--- config.mk ---
export PLATFORM = sky130hd
export DESIGN_NAME = uart_rx_core
export DESIGN_NICKNAME = d
export VERILOG_FILES = /design/src/rtl/uart_rx_core.sv
export SDC_FILE = /design/constraint.sdc
export NUM_CORES = 1
export LEC_CHECK = 0
export CORE_ASPECT_RATIO = 0.9
export CORE_UTILIZATION = 50
export CTS_BUF_LIST = sky130_fd_sc_hd__clkbuf_8
export DETAILED_ROUTE_END_ITERATION = 7
export GPL_TIMING_DRIVEN = 0
export MAX_ROUTING_LAYER = met4
export PLACE_DENSITY = 0.77
export SLEW_MARGIN = 5
export SYNTH_ARGS = -nofsm -noshare
export SYNTH_HDL_FRONTEND = slang
export SYNTH_SLANG_ARGS = --single-unit
--- constraint.sdc ---
create_clock -name clk -period 2.25 [get_ports clk]
set_clock_uncertainty 0.2 [all_clocks]
set_input_delay 0.45 -clock clk [delete_from_list [all_inputs] [get_ports clk]]
set_output_delay 0.45 -clock clk [all_outputs]
set_load 0.03 [all_outputs]
--- src/rtl/uart_rx_core.sv ---
// uart_rx_core: 8N1 UART receiver with mid-bit sampling.
// A falling edge on the synchronized line starts a frame. The line is then
// sampled once per bit period (start, eight data bits LSB first, stop).
// A byte is published with a one-cycle rx_end strobe only when the stop bit is high.
module uart_rx_core #(
  parameter int DIV_RATE  = 260,
  parameter int DIV_CNT_W = 9
) (
  input  logic       clk,
  input  logic       reset,
  input  logic       rx,
  output logic       rx_busy,
  output logic       rx_end,
  output logic [7:0] rx_data
);

  typedef enum logic {IDLE, RX} state_t;

  localparam logic [DIV_CNT_W-1:0] HALF_DIV    = DIV_CNT_W'(DIV_RATE / 2);
  localparam logic [DIV_CNT_W-1:0] FULL_DIV_M1 = DIV_CNT_W'(DIV_RATE - 1);
  localparam logic [DIV_CNT_W-1:0] DIV_ONE     = DIV_CNT_W'(1);
  localparam logic [3:0]           STOP_IDX    = 4'd9;

  logic                 rx_meta_q, rx_s_q, rx_s_dly_q;
  state_t               state_q, state_d;
  logic [DIV_CNT_W-1:0] div_cnt_q, div_cnt_d;
  logic [3:0]           bit_cnt_q, bit_cnt_d;
  logic [7:0]           shift_q, shift_d;
  logic                 rx_busy_q, rx_busy_d;
  logic                 rx_end_q, rx_end_d;
  logic [7:0]           rx_data_q, rx_data_d;
  logic                 start_edge;
  logic                 sample_now;

  // Only a 1->0 transition starts a frame, so a line held low cannot retrigger.
  assign start_edge = rx_s_dly_q & ~rx_s_q;
  assign sample_now = (state_q == RX) && (div_cnt_q == '0);

  // Two-flop synchronizer plus one delay stage for edge detection; all idle high.
  always_ff @(posedge clk or posedge reset) begin
    if (reset) begin
      rx_meta_q  <= 1'b1;
      rx_s_q     <= 1'b1;
      rx_s_dly_q <= 1'b1;
    end else begin
      rx_meta_q  <= rx;
      rx_s_q     <= rx_meta_q;
      rx_s_dly_q <= rx_s_q;
    end
  end

  // State register together with the counters and output registers.
  always_ff @(posedge clk or posedge reset) begin
    if (reset) begin
      state_q   <= IDLE;
      div_cnt_q <= '0;
      bit_cnt_q <= '0;
      shift_q   <= '0;
      rx_busy_q <= 1'b0;
      rx_end_q  <= 1'b0;
      rx_data_q <= '0;
    end else begin
      state_q   <= state_d;
      div_cnt_q <= div_cnt_d;
      bit_cnt_q <= bit_cnt_d;
      shift_q   <= shift_d;
      rx_busy_q <= rx_busy_d;
      rx_end_q  <= rx_end_d;
      rx_data_q <= rx_data_d;
    end
  end

  // Next state: leave RX on a false start bit or after the stop-bit sample.
  always_comb begin
    state_d = state_q;
    case (state_q)
      IDLE: begin
        if (start_edge) state_d = RX;
      end
      RX: begin
        if (sample_now) begin
          if ((bit_cnt_q == 4'd0) && rx_s_q) state_d = IDLE;
          else if (bit_cnt_q == STOP_IDX)     state_d = IDLE;
        end
      end
      default: state_d = IDLE;
    endcase
  end

  // Datapath and outputs: bit timing, byte assembly and the publish strobe.
  always_comb begin
    div_cnt_d = div_cnt_q;
    bit_cnt_d = bit_cnt_q;
    shift_d   = shift_q;
    rx_data_d = rx_data_q;
    rx_end_d  = 1'b0;
    rx_busy_d = (state_d == RX);
    case (state_q)
      IDLE: begin
        if (start_edge) begin
          div_cnt_d = HALF_DIV;
          bit_cnt_d = 4'd0;
        end
      end
      RX: begin
        if (sample_now) begin
          div_cnt_d = FULL_DIV_M1;
          bit_cnt_d = bit_cnt_q + 4'd1;
          if (bit_cnt_q == STOP_IDX) begin
            // Publish only a correctly framed byte; a low stop bit drops it.
            if (rx_s_q) begin
              rx_data_d = shift_q;
              rx_end_d  = 1'b1;
            end
          end else if (bit_cnt_q != 4'd0) begin
            // Shifting in from the top leaves data bit k-1 at position k-1.
            shift_d = {rx_s_q, shift_q[7:1]};
          end
        end else begin
          div_cnt_d = div_cnt_q - DIV_ONE;
        end
      end
      default: ;
    endcase
  end

  assign rx_busy = rx_busy_q;
  assign rx_end  = rx_end_q;
  assign rx_data = rx_data_q;

endmodule

==> impl_metrics.toml, run 1 <==
[synthesis]
synth_xor_area_share_pct = 1.06
synth_fp_nets = 134
synth_top_family_by_area = "simple AND/OR/NAND/NOR gates"
syn_inst = 127
synth-seq-area-share_pct = 51.8
synth-simple-area-share_pct = 16.6
synthDistinctLibCells = 38
ys_ff_latch = 34
synth-compound-area-share_pct = 10.2
synthAdderAreaFrac_pct = 3.03
syn_area_mm2 = 0.00165
avgSynthCellArea_um2 = 13.0
synth_mux_area_share_pct = 15.2
yosys_warnings = 0

[floorplanning]
io_pins = 13
fp.coreArea_mm2 = 0.00309
die_w_um = 62.5
fp-row-count = 19
start_util_pct = 53.4
die_y_um = 56.5
dieArea_mm2 = 0.00353

[setup_path]
start_kind = "register"
crit_buf_inv = 1
cp_data_required_time_ns = 1.60
cpLargestDelayFamily = "buffers and inverters"
crit_chain = "clkdlybuf4s50_1"
cp_max_fo = 8
cp_slowest_stage_delay_ns = 0.74
cp_slowest_cell = "clkdlybuf4s50_1"
crit_type = "reg2out"
critPathCaptureType = "output pin"
crit_arrival_ns = 1.55

[clocking]
clk_latency_ns = 0.29
root_buffer = "clkbuf_8"
postCtsSetupBuffers = 0
clockBufferDepth = 2
cts_hold_buffers = 0
ctsResizeCount = 0
cts-buffers-inserted = 5
clkSlewWorstSetupHoldPaths_ns = 0.07
cts_max_level = 2
cts_tree = "done"
cts_sinks = 34

[timing]
slew_violations = 0
finalSetupViolations = 0
relSlewSlack_pct = 54.4
clock.fmax_mhz = 455
tns_ns = 0
min_period_ns = 2.20
tightest_slew_ns = 0.683
period_share_pct = 97.6
rsz0062_at_grt = "no"
finalHoldViolations = 0
whs_ns = 0.159

[global_route]
grt_pass1_wl_um = 5080
grt_overflow = 0
grt_max_degree = 35
grt_pass1_vias = 1060
gr-usage-all-layers_pct = 19.9
antenna_found_initial = 0

[pwr]
cellPowerDensity_mw_per_mm2 = 989
leakage_nw = 0.910
ir_worst_vdd_uv = 725

[layout]
num_antenna_cells = 0
fillers = 244
nets = 155
mostFrequentLayoutCells = "dfrtp_1, mux2_4, clkdlybuf4s50_1"
layout_commonest_cell = "dfrtp_1"
syn_to_final_growth_pct = 18.0
final_layout_size_suffix_gt1_share_pct = 28.2

[placed_design]
port_buffers = 12
hpwlAfterDp_um = 2050
place.gp.congestion = 0.812

[drt]
dr.pass1.iters = 6
drt_wl_total_um = 2980
ant_nets = 0
drtIter0Drc = 45
wl_per_cell_um = 15.6
num_vias = 1060
avgViaCountPerCell = 5.55
drc = 0

[worst_hold_path]
min_path_type = "reg2reg"

[job]
maxCapViolCount = 0

[run_status]
outcome = "complete, no violations"
-- path summary, 6_finish.rpt --
check	slack, ns	end	depth (start not counted)	from
worst max-delay path	0.05	rx_busy	1	rx_busy
worst min-delay path	0.16	rx_s_q	0	rx_meta_q
worst max register to register	0.09	shift_q[7]	7	div_cnt_q[0]
worst min register to register	0.16	rx_s_q	0	rx_meta_q
max in group asynchronous	1.02	rx_data[7]	2	reset
min in group asynchronous	0.38	shift_q[0]	2	reset
-- synth_stat cells --
cell type  number  share of area (%)
a2111oi_2       1               0.91
a21boi_0        1               0.46
a21o_1          1               0.46
a21oi_1         4                1.2
a32oi_1         1               0.53
clkbuf_1        2               0.46
dfrtp_1        31                 47
dfstp_2         3                4.8
ha_1            4                3.0
inv_1           6                1.4
inv_2           1               0.23
mux2_4         16                 15
mux2i_1         1               0.61
nand2_1         7                1.6
nand2b_1        3                1.1
nand3_1         5                1.5
nand3_4         1                1.1
nand3b_4        1                1.2
nand4b_1        1               0.53
nor2_1          5                1.1
nor2_8          2                2.4
nor3_1          1               0.30
nor3_2          1               0.61
nor3b_2         1               0.76
nor3b_4         1                1.1
nor4_1          1               0.38
nor4_4          1                1.3
o21ai_0         2               0.61
o21ai_1        10                3.0
o311ai_0        2                1.1
o311ai_1        1               0.53
o31ai_1         2               0.91
o41ai_1         1               0.53
or2_1           1               0.38
or2_2           2               0.76
or3_1           1               0.38
xnor2_1         1               0.53
xor2_1          1               0.53
-- metrics by stage --
stage | cell area, um2 | setup slack (ns) | std cells | util, % | power [W]
4_1_cts | 1930 | 0.00947 | 189 | 62.5 | 0.00192
6_report | 1950 | 0.0533 | 191 | 63.0 | 0.00192
3_3_place_gp | 1820 | 0.0764 | 181 | 58.9 | 0.00132
5_1_grt | 1950 | 0.00935 | 191 | 63.0 | 0.00205
2_1_floorplan | 1650 | 0.195 | 127 | - | 0.00124
3_5_place_dp | 1820 | 0.0257 | 181 | 58.9 | 0.00136
-- final cells by class --
cell class,count,area [um2],share of cell area [%]
Tap cell,42,52.6,2.70
Multi-Input combinational cell,84,761,39.1
Clock inverter,3,40.0,2.06
Buffer,2,7.51,0.386
Sequential cell,34,855,43.9
Timing Repair Buffer,14,135,6.95
Inverter,7,26.3,1.35
Clock buffer,5,68.8,3.54
-- routing by layer --
layer  track usage, %  vias up  part of all wire [%]
met5                -        -                     0
met4             6.98        0                   1.5
met3             6.91        6                   6.1
met2             31.1       32                    51
met1             24.1      520                    42
li1                 -      502                     -
-- flip-flops by register name, indices dropped and copies added (netlist names) --
name,flops
rx_end,1
bit_cnt_q,4
rx_meta_q,1
rx_busy,1
rx_s_dly_q,1
div_cnt_q,9
rx_data,8
rx_s_q,1
shift_q,8
-- logic make-up after synthesis --
| family | count (synthesis) |
|---|---|
| xor+xnor | 2 |
| fa+ha+maj | 4 |
| buf+inv | 9 |
| mux | 17 |
| compound gates | 26 |
| simple gates | 35 |
| flops | 34 |
-- power breakdown --
group          switching, W  leakage, nW  internal [W]  total [W]
Sequential         0.000147        0.442      0.000718   0.000865
Clock              0.000220       0.0579      0.000326   0.000546
Combinational      0.000283        0.410      0.000231   0.000514
Total              0.000650        0.910       0.00127    0.00192
Note: power is estimated with default switching activity, not from simulation.
==> inputs of run 2 (changes only) <==
- CTS_BUF_LIST: sky130_fd_sc_hd__clkbuf_8 -> sky130_fd_sc_hd__clkbuf_16
==> impl_metrics.toml, run 2 (synthesized netlist as in run 1, its figures left out) <==
[floorplanning]
io_pins = 13
fp.coreArea_mm2 = 0.00309
die_y_um = 56.5
die_w_um = 62.5
start_util_pct = 53.4
fp-row-count = 19
dieArea_mm2 = 0.00353

[drt]
drtIter0Drc = 50
ant_nets = 0
avgViaCountPerCell = 5.65
drt_wl_total_um = 3020
dr.pass1.iters = 4
wl_per_cell_um = 15.8
drc = 0
num_vias = 1079

[timing]
finalSetupViolations = 0
min_period_ns = 2.20
tns_ns = 0
clock.fmax_mhz = 455
finalHoldViolations = 0
period_share_pct = 97.7
slew_violations = 0
setup_ws_ns = 0.0511
relSlewSlack_pct = 53.5
tightest_slew_ns = 0.696

[worst_hold_path]
min_path_type = "reg2reg"
min_path_cells = 0

[layout]
num_antenna_cells = 0
mostFrequentLayoutCells = "dfrtp_1, mux2_4, clkdlybuf4s50_1"
fillers = 234
final_area_mm2 = 0.00200
nets = 155
ff_latch_area_um2 = 855
syn_to_final_growth_pct = 21.4
multiInputGateArea_um2 = 761
final_util_pct = 64.8
final_layout_size_suffix_gt1_share_pct = 28.2
layout_commonest_cell = "dfrtp_1"
largest_reg_flops = 9
largest_register = "div_cnt_q"

[setup_path]
rr_worst_depth = 7
start_kind = "register"
r2r_setup_slack_ns = 0.05
critPathCaptureType = "register"
r2r_start = "div_cnt_q[0]"
crit_arrival_ns = 2.16
cp_data_required_time_ns = 2.21
r2r_end = "shift_q[7]"
crit_type = "reg2reg"
crit_end = "shift_q[7]"
cp_max_fo = 8
cp-startpoint = "div_cnt_q[0]"

[global_route]
grt_pass1_vias = 1050
antenna_found_initial = 0
grt_overflow = 0
gr-usage-all-layers_pct = 19.9
grt_pass1_wl_um = 5000
grt_max_degree = 35

[pwr]
leakage_nw = 0.936
ir_worst_vdd_uv = 706
cellPowerDensity_mw_per_mm2 = 1070

[clocking]
cts_tree = "done"
root_buffer = "clkbuf_16"
cts_max_level = 2
cts_sinks = 34
clkSlewWorstSetupHoldPaths_ns = 0.05
clockBufferDepth = 2
cts_hold_buffers = 0
cts-buffers-inserted = 5
clk_latency_ns = 0.28

[run_status]
outcome = "complete, no violations"

[placed_design]
place_area_mm2 = 0.00182
hpwlAfterDp_um = 2050
pre_cts_slack_ns = 0.0257
place.gp.congestion = 0.812
port_buffers = 12

[job]
maxCapViolCount = 0
run 2: cell count changes in the layout (fill, tap and decap cells not counted):
cell / change
clkbuf_16: +5
clkbuf_8: -5
run 2: worst min-delay path by stage:
stage,start,end,slack [ns]
global route,rx_meta_q,rx_s_q,0.16
global placement,rx_meta_q,rx_s_q,0.15
floorplan,rx_meta_q,rx_s_q,0.15
CTS,rx_meta_q,rx_s_q,0.16
finish,rx_meta_q,rx_s_q,0.16
detailed placement,rx_meta_q,rx_s_q,0.15
run 2: through the flow:
stage	total power [W]	hold WS (ns)	instances
final	0.00214	0.157	191
after global routing	0.00226	0.159	191
after CTS	0.00214	0.159	189
after detailed placement	0.00136	0.151	181
after global placement	0.00132	0.147	181
after floorplan	0.00124	0.145	127
run 2: layout make-up:
| type | instances | area share (%) |
|---|---|---|
| clock buffers | 5 | 6.25 |
| flip-flops and latches | 34 | 42.7 |
| plain buffers | 2 | 0.375 |
| multi-input cells | 84 | 38.0 |
| inverters | 7 | 1.31 |
| repair buffers | 14 | 6.75 |
| clock inverters | 3 | 2.00 |
| well taps | 42 | 2.63 |
run 2: power breakdown:
group	leakage [nW]	switching [W]	internal (W)
clock network	0.0836	0.000244	0.000517
registers	0.442	0.000144	0.000719
logic	0.410	0.000285	0.000231
run 2: routing by layer:
| layer | up-vias | share of wire (%) | GRT usage [%] |
|---|---|---|---|
| met4 | 0 | 2.0 | 8.31 |
| met2 | 41 | 50 | 30.4 |
| met3 | 7 | 6.1 | 7.93 |
| li1 | 499 | - | - |
| met5 | - | 0 | - |
| met1 | 532 | 42 | 23.5 |
run 2: repair_timing:
action	4_1_cts	5_1_grt
buffers inserted	0	2
setup endpoints to repair	0	18
gates resized for setup	0	0
run 2: critical path, stage by stage (launching register included):
cell and delay, ns:
dfrtp_1 0.41, inv_1 0.07, ha_1 0.19, nor3b_4 0.30, buf_4 0.20, nand3_4 0.13
nor2_8 0.25, mux2_4 0.33
==> inputs of run 3 (changes only) <==
- CORE_MARGIN: unset -> 2
==> impl_metrics.toml, run 3 (synthesized netlist as in run 1, its figures left out) <==
[layout]
final_layout_size_suffix_gt1_share_pct = 27.3
syn_to_final_growth_pct = 21.7
mostFrequentLayoutCells = "dfrtp_1, mux2_4, clkdlybuf4s50_1"
num_antenna_cells = 0
fillers = 239
nets = 156
largest_register = "div_cnt_q"
layout_commonest_cell = "dfrtp_1"
stdcell_count = 192
largest_reg_flops = 9

[pwr]
cellPowerDensity_mw_per_mm2 = 1060
swShare_pct = 31.3
switchingPower_w = 0.000669
combPwrFrac_pct = 24.4
power_frac_seq_pct = 40.8
leakage_nw = 0.944
p_int_w = 0.00147
ir_worst_vdd_uv = 772
power_frac_clock_pct = 34.8

[drt]
drc = 0
avgViaCountPerCell = 5.63
dr.pass1.iters = 5
drtIter0Drc = 61
drt_wl_total_um = 3140
num_vias = 1080
wl_per_cell_um = 16.4
ant_nets = 0

[placed_design]
hpwlAfterDp_um = 2070
place.gp.congestion = 0.848
port_buffers = 12
dpl.cell_count = 181

[timing]
slew_violations = 0
whs_ns = 0.154
clock.fmax_mhz = 459
relSlewSlack_pct = 53.5
finalSetupViolations = 0
tns_ns = 0
min_period_ns = 2.18
period_share_pct = 96.7
rsz0062_at_grt = "no"
tightest_slew_ns = 0.697
finalHoldViolations = 0

[floorplanning]
die_y_um = 58.5
start_util_pct = 53.4
dieArea_mm2 = 0.00377
io_pins = 13
fp-row-count = 19
fp.coreArea_mm2 = 0.00309
die_w_um = 64.5

[clocking]
clk_latency_ns = 0.28
clockBufferDepth = 2
root_buffer = "clkbuf_16"
clkSlewWorstSetupHoldPaths_ns = 0.05
cts-buffers-inserted = 5
cts_tree = "done"
cts_sinks = 34
cts_max_level = 2

[setup_path]
start_kind = "register"
crit_buf_inv = 1
cp_max_fo = 8
cp_slowest_cell = "clkdlybuf4s50_1"
cp_slowest_stage_delay_ns = 0.73
critPathCaptureType = "output pin"
crit_type = "reg2out"
crit_chain = "clkdlybuf4s50_1"
crit_arrival_ns = 1.53
cp_data_required_time_ns = 1.60
cpLargestDelayFamily = "buffers and inverters"

[job]
maxCapViolCount = 0

[global_route]
antenna_found_initial = 0
grt_pass1_vias = 1061
grt_pass1_wl_um = 5260
grt_max_degree = 35
gr-usage-all-layers_pct = 20.2
grt_overflow = 0

[worst_hold_path]
min_path_type = "reg2reg"

[run_status]
outcome = "complete, no violations"
==> run 3: changes by cell type in the layout (fill, tap and decap cells not counted) <==
cell      previous run  this run
inv_1                5         7
clkinv_2             2         0
buf_4                2         3
==> run 3: per-layer routing <==
layer | global-route usage, % | share of wire [%] | up-vias
li1 | - | - | 497
met1 | 24.2 | 44 | 539
met2 | 29.3 | 48 | 33
met3 | 7.65 | 4.7 | 11
met4 | 11.9 | 3.8 | 0
met5 | - | 0 | -
==> run 3: repair_timing <==
item | CTS | global route
resized for setup | 0 | 0
setup buffers | 3 | 0
hold buffers | 0 | 0
endpoints found under the setup margin | 9 | 0
==> run 3: final timing paths <==
kind | slack (ns) | to | from | depth (start not counted)
worst max-delay path | 0.07 | rx_busy | rx_busy | 1
worst min-delay path | 0.15 | rx_s_q | rx_meta_q | 0
worst max register to register | 0.14 | rx_data[7] | bit_cnt_q[1] | 6
worst min register to register | 0.15 | rx_s_q | rx_meta_q | 0
max in group asynchronous | 1.00 | rx_data[7] | reset | 2
min in group asynchronous | 0.41 | div_cnt_q[7] | reset | 2
==> run 3: metrics by stage <==
step           cell area [um2]  power, W  utilization [%]  worst slack, ns
2_1_floorplan             1650   0.00124                -            0.195
3_3_place_gp              1820   0.00132             58.9           0.0738
4_1_cts                   2010   0.00215             64.9           0.0613
5_1_grt                   2010   0.00226             64.9          0.00676
3_5_place_dp              1820   0.00135             58.9           0.0219
6_report                  2010   0.00214             64.9           0.0733
==> run 3: cell type report <==
| cell class | instances | area, um2 | area share (%) |
|---|---|---|---|
| plain buffers | 2 | 7.51 | 0.374 |
| multi-input cells | 84 | 761 | 37.9 |
| clock inverters | 3 | 37.5 | 1.87 |
| inverters | 7 | 26.3 | 1.31 |
| flip-flops and latches | 34 | 855 | 42.6 |
| repair buffers | 15 | 143 | 7.11 |
| well taps | 42 | 52.6 | 2.62 |
| clock buffers | 5 | 125 | 6.23 |
==> run 3: power groups by stage <==
| stage | clock network, W | registers (W) | logic [W] |
|---|---|---|---|
| finish | 0.000744 | 0.000872 | 0.000520 |
| global route | 0.000799 | 0.000887 | 0.000576 |
| CTS | 0.000766 | 0.000865 | 0.000515 |
| detailed placement | 0 | 0.000871 | 0.000483 |
| global placement | 0 | 0.000862 | 0.000454 |
| floorplan | 0 | 0.000846 | 0.000396 |
